==> src/rtl/multicycle_controller.sv <==
// Control unit for the multicycle ARM subset.
// Contains the main FSM, the ALU decoder, the RegSrc/ImmSrc decoder, and conditional execution with the NZCV register.
module multicycle_controller (
    input  logic       clk,
    input  logic       reset,
    input  logic [3:0] Cond,
    input  logic [1:0] Op,
    input  logic [5:0] Funct,
    input  logic [3:0] ALUFlags,
    output logic       PCWrite,
    output logic       RegWrite,
    output logic       MemWrite,
    output logic       IRWrite,
    output logic       AdrSrc,
    output logic [1:0] RegSrc,
    output logic [1:0] ALUSrcA,
    output logic [1:0] ALUSrcB,
    output logic [1:0] ResultSrc,
    output logic [1:0] ImmSrc,
    output logic [2:0] ALUControl
);

    localparam logic [2:0] ALU_ADD = 3'b000;
    localparam logic [2:0] ALU_SUB = 3'b001;
    localparam logic [2:0] ALU_AND = 3'b010;
    localparam logic [2:0] ALU_ORR = 3'b011;

    typedef enum logic [3:0] {
        FETCH, DECODE, MEMADR, MEMRD, MEMWB, MEMWR,
        EXECUTER, EXECUTEI, ALUWB, BRANCH
    } state_t;

    state_t     state, state_next;
    logic [3:0] flags;
    logic       cond_ex_r;
    logic       cond_ex;
    logic [2:0] alu_dec;
    logic [1:0] flag_w;

    assign RegSrc = {Op == 2'b01, Op == 2'b10};
    assign ImmSrc = Op;

    // State, condition latch and NZCV flags
    always_ff @(posedge clk) begin
        if (!reset) begin
            state     <= FETCH;
            flags     <= 4'b0000;
            cond_ex_r <= 1'b0;
        end else begin
            state <= state_next;
            if (state == DECODE) cond_ex_r <= cond_ex;
            if ((state == EXECUTER || state == EXECUTEI) && cond_ex_r) begin
                if (flag_w[1]) flags[3:2] <= ALUFlags[3:2];
                if (flag_w[0]) flags[1:0] <= ALUFlags[1:0];
            end
        end
    end

    // ALU decoder: unknown commands add without touching flags
    always_comb begin
        alu_dec = ALU_ADD;
        flag_w  = 2'b00;
        unique case (Funct[4:1])
            4'b0100: begin alu_dec = ALU_ADD; flag_w = Funct[0] ? 2'b11 : 2'b00; end
            4'b0010: begin alu_dec = ALU_SUB; flag_w = Funct[0] ? 2'b11 : 2'b00; end
            4'b0000: begin alu_dec = ALU_AND; flag_w = Funct[0] ? 2'b10 : 2'b00; end
            4'b1100: begin alu_dec = ALU_ORR; flag_w = Funct[0] ? 2'b10 : 2'b00; end
            default: begin alu_dec = ALU_ADD; flag_w = 2'b00; end
        endcase
    end

    // Condition check against the stored flags {N,Z,C,V}
    always_comb begin
        cond_ex = 1'b1;
        unique case (Cond)
            4'h0: cond_ex = flags[2];
            4'h1: cond_ex = !flags[2];
            4'h2: cond_ex = flags[1];
            4'h3: cond_ex = !flags[1];
            4'h4: cond_ex = flags[3];
            4'h5: cond_ex = !flags[3];
            4'h6: cond_ex = flags[0];
            4'h7: cond_ex = !flags[0];
            4'h8: cond_ex = flags[1] && !flags[2];
            4'h9: cond_ex = !flags[1] || flags[2];
            4'hA: cond_ex = flags[3] == flags[0];
            4'hB: cond_ex = flags[3] != flags[0];
            4'hC: cond_ex = !flags[2] && (flags[3] == flags[0]);
            4'hD: cond_ex = flags[2] || (flags[3] != flags[0]);
            default: cond_ex = 1'b1;
        endcase
    end

    // Next state and per-state controls; reset shows FETCH selects with writes blocked
    always_comb begin
        state_next = FETCH;
        PCWrite    = 1'b0;
        RegWrite   = 1'b0;
        MemWrite   = 1'b0;
        IRWrite    = 1'b0;
        AdrSrc     = 1'b0;
        ALUSrcA    = 2'b00;
        ALUSrcB    = 2'b00;
        ResultSrc  = 2'b00;
        ALUControl = ALU_ADD;
        unique case (state)
            FETCH: begin
                state_next = DECODE;
                IRWrite    = 1'b1;
                PCWrite    = 1'b1;
                ALUSrcA    = 2'b01;
                ALUSrcB    = 2'b10;
                ResultSrc  = 2'b10;
            end
            DECODE: begin
                ALUSrcA   = 2'b01;
                ALUSrcB   = 2'b10;
                ResultSrc = 2'b10;
                unique case (Op)
                    2'b00:   state_next = Funct[5] ? EXECUTEI : EXECUTER;
                    2'b01:   state_next = MEMADR;
                    2'b10:   state_next = BRANCH;
                    default: state_next = FETCH;
                endcase
            end
            MEMADR: begin
                state_next = Funct[0] ? MEMRD : MEMWR;
                ALUSrcB    = 2'b01;
            end
            MEMRD: begin
                state_next = MEMWB;
                AdrSrc     = 1'b1;
            end
            MEMWB: begin
                ResultSrc = 2'b01;
                RegWrite  = cond_ex_r;
            end
            MEMWR: begin
                AdrSrc   = 1'b1;
                MemWrite = cond_ex_r;
            end
            EXECUTER: begin
                state_next = ALUWB;
                ALUControl = alu_dec;
            end
            EXECUTEI: begin
                state_next = ALUWB;
                ALUSrcB    = 2'b01;
                ALUControl = alu_dec;
            end
            ALUWB: begin
                RegWrite = cond_ex_r;
            end
            BRANCH: begin
                ALUSrcB   = 2'b01;
                ResultSrc = 2'b10;
                PCWrite   = cond_ex_r;
            end
            default: state_next = FETCH;
        endcase
        if (!reset) begin
            PCWrite    = 1'b0;
            RegWrite   = 1'b0;
            MemWrite   = 1'b0;
            IRWrite    = 1'b0;
            AdrSrc     = 1'b0;
            ALUSrcA    = 2'b01;
            ALUSrcB    = 2'b10;
            ResultSrc  = 2'b10;
            ALUControl = ALU_ADD;
        end
    end

endmodule

==> config.mk <==
export PLATFORM = sky130hd
export DESIGN_NAME = multicycle_controller
export DESIGN_NICKNAME = d
export VERILOG_FILES = /design/src/rtl/multicycle_controller.sv
export SDC_FILE = /design/constraint.sdc
export NUM_CORES = 1
export LEC_CHECK = 0
export BUFFER_PORTS_ARGS = -buffer_cell sky130_fd_sc_hd__buf_2
export CAP_MARGIN = 5
export CORE_MARGIN = 2
export CORE_UTILIZATION = 51
export CTS_BUF_LIST = sky130_fd_sc_hd__clkbuf_16
export CTS_CLUSTER_SIZE = 28
export DETAILED_ROUTE_END_ITERATION = 8
export PLACE_DENSITY = 0.91
export RECOVER_POWER = 100
export SLEW_MARGIN = 25
export SYNTH_ARGS = -nofsm -noshare
export SYNTH_HDL_FRONTEND = slang
export SYNTH_SLANG_ARGS = --single-unit
==> constraint.sdc <==
create_clock -name clk -period 2.1 [get_ports clk]
set_input_delay 0.105 -clock clk [delete_from_list [all_inputs] [get_ports clk]]
set_output_delay 0.105 -clock clk [all_outputs]
set_load 0.1 [all_outputs]
==> results.yml <==
cells_and_area:
  utilization: 0.6870
  num-fill-cells: 141
  final_common_cell: "buf_2"
  syn_to_final_growth_pct: 23.17
  nets: 154
  fin_cells: 151
  diodes: 0
  final_cell_mix: "17 x buf_2, 12 x clkbuf_2, 9 x nor2b_1, 9 x dfxtp_1"
  stdcell_area_mm2: 0.001071
  drive_above_1_share: 0.3111
clock_network:
  root_buffer: "clkbuf_16"
  clk_latency_ns: 0.24
  cts_resized: 0
  clk_pin_slew_worst_paths_ns: 0.04
  h-tree-depth: 1
  cts-buffers-inserted: 3
  cts_tree: "yes"
  cts_num_sinks: 9
  cts_buffer_depth: 2
  cts_setup_buffers: 0
  cts-hold-fix-buffers: 0
worst_setup_path:
  setup.worst_path.class: "flip-flop to output port"
  critPathMaxFanout: 14
  cp.required_ns: 2.00
  worstPathCellList: "nand3b_4, nor2_1, nand2_1, nor3_2, clkbuf_2"
  path_buf_inv: 1
  worstSetupEndpointType: "output port"
  cp_slowest_cell: "dfxtp_1"
  critPathLaunchType: "flip-flop"
  crit_path_max_incr_delay_ns: 0.61
  arrival_ns: 1.84
  critPathTopFamily: "flip-flops"
logic_synthesis:
  synth_area_leaders: "dfxtp_1 21%, nor2b_1 7.2%, mux2i_1 5.8%, xor2_1 5.0%, buf_4 4.3%"
  synth.area.mux_share: 0.07050
  syn-mean-instance-area_um2: 8.127
  synth_top_family_by_area: "simple AND/OR/NAND/NOR gates"
  synth_ff_type: "dfxtp_1"
  synth_edf_count: 0
  synth_top_cell_by_area: "dfxtp_1"
  syn-cell-area_um2: 869.6
  synth_fa_ha_area_frac: 0
  synth_compound_area_frac: 0.1827
  syn_inst: 107
  yosysSeqAreaShare: 0.2072
  synth_top_area_share: 0.2072
  synthXorXnorAreaFrac: 0.06043
  ys_warn_count: 0
  yosysUniqueCellTypes: 39
  synth-simple-area-share: 0.3942
  async_flop_share: 0
  ys_seq_elements: 9
power:
  p_per_area_mw_per_mm2: 719.6
  power_mw: 0.7707
  seqPwrFrac: 0.258
  switching_power_mw: 0.2855
  p_clk_frac: 0.429
  pwr-share-comb: 0.313
  switching_share: 0.3705
  p_leak_nw: 0.4624
  p_int_mw: 0.4852
  peakVddDrop_mv: 0.6166
sta:
  skew_ns: 0.003181
  clock.fmax_mhz: 514.3
  fin_crit_sh: 0.9259
  tightestPinTransition_ns: 1.161
  finalSetupViolCount: 0
  timing.final.crit_period_ns: 1.944
  slew_headroom: 0.2294
  hold_viol_final: 0
  rsz0062_at_grt: "no"
  drv_slew: 0
placement:
  dp_cells: 147
  routabilityCongestion: 0.8247
  postPlaceCellArea_mm2: 0.001023
  dp_hpwl_um: 1544
  port_buffers: 33
global_routing:
  use_met3: 0.07200
  grt.busiest_layer: "met2"
  grt.total_usage: 0.2016
  use_met2: 0.3371
  antenna_found_initial: 0
  grt_max_degree: 15
  grt_pass1_wl_um: 2946
  grt_util_met1: 0.2366
  grt_pass1_vias: 695
  grt_overflow_total: 0
die:
  coreArea_mm2: 0.001559
  die-height_um: 45.29
  die_area_mm2: 0.002051
  row_count: 14
  start_util: 0.5578
  boundaryPins: 36
  die_x_um: 45.29
detailed_routing:
  drcViolationCount: 0
  wire_per_inst_um: 13.41
  detail-route-antenna-nets: 0
  vias_per_cell: 5.887
  dr.pass1.iters: 4
  finalWirelength_um: 2025
  drt_iter0_markers: 25
  detailroute.via_count: 889
status:
  status: "finished clean"
flow_run:
  maxCapViolations: 0
min_path:
  holdCritPathClass: "primary input to flip-flop"
power by group through the flow:
stage | Sequential, mW | Clock (mW) | Combinational [mW]
6_report | 0.199 | 0.331 | 0.241
5_1_grt | 0.200 | 0.348 | 0.253
4_1_cts | 0.199 | 0.337 | 0.245
3_5_place_dp | 0.202 | 0 | 0.245
3_3_place_gp | 0.201 | 0 | 0.239
2_1_floorplan | 0.187 | 0 | 0.217
cell type report:
cell class	instances	area, um2	share of cell area
Multi-Input combinational cell	88	628.1	0.5864
Inverter	1	3.754	0.003505
Timing Repair Buffer	33	160.2	0.1495
Tap cell	16	20.02	0.01869
Clock inverter	1	3.754	0.003505
Sequential cell	9	180.2	0.1682
Clock buffer	3	75.07	0.07009
Yosys cell counts, types with 2 or more instances:
master / instances
xor2_1: 5
nand3b_1: 3
dfxtp_1: 9
and3_1: 2
buf_4: 5
nand2_1: 6
o31ai_1: 3
o21ai_0: 6
nor4b_1: 2
clkbuf_1: 2
nor3_1: 4
nor2b_1: 10
nor2_1: 6
a21oi_1: 5
nand2b_1: 6
mux2i_1: 5
buf_2: 2
a21boi_0: 3
nor3b_1: 3
per-stage QoR:
step / hold WS [ns] / TNS (ns) / setup WS [ns]
final: 0.1519 / 0 / 0.1555
after global routing: 0.1494 / 0 / 0.06369
after CTS: 0.1519 / 0 / 0.1490
after detailed placement: 0.3910 / 0 / 0.4039
after global placement: 0.3695 / 0 / 0.4666
after floorplan: 0.2433 / -3.708 / -0.8103
sequential cells by signal, summed over array words and instances, names as in the netlist:
name,count
state,4
cond_ex_r,1
flags,4
final timing paths:
| check | from | to | slack (ns) | depth (start not counted) |
|---|---|---|---|---|
| max | state[1]$_SDFF_PN0_ | ALUControl[1] | 0.16 | 5 |
| min | ALUFlags[3] | flags[3]$_SDFFE_PN0P_ | 0.15 | 3 |
| max reg2reg | state[1]$_SDFF_PN0_ | flags[1]$_SDFFE_PN0P_ | 0.31 | 4 |
| min reg2reg | flags[1]$_SDFFE_PN0P_ | flags[1]$_SDFFE_PN0P_ | 0.57 | 2 |
tightest hold or removal path: cells and delay by family:
| family | cells | cell delay [ns] |
|---|---|---|
| buffers and inverters | 1 | 0.08 |
| multiplexers | 1 | 0.06 |
| AND/OR/NAND/NOR | 1 | 0.11 |
cell families (layout without fill, tap and decap cells):
kind of cell    Yosys count  count (layout)
mux                       6               6
other cells               1               2
compound gates           24              24
buf+inv                  11              38
flops                     9               9
xor+xnor                  6               6
simple gates             50              50
layer usage:
metal  part of all wire  vias up  routed length, um
li1                   -      442                  -
met1               0.43      408                875
met2               0.48       32                979
met3              0.068        7                137
met4              0.016        0                 32
met5                  0        -                  0
No activity file was read; power rests on OpenSTA's default activity.
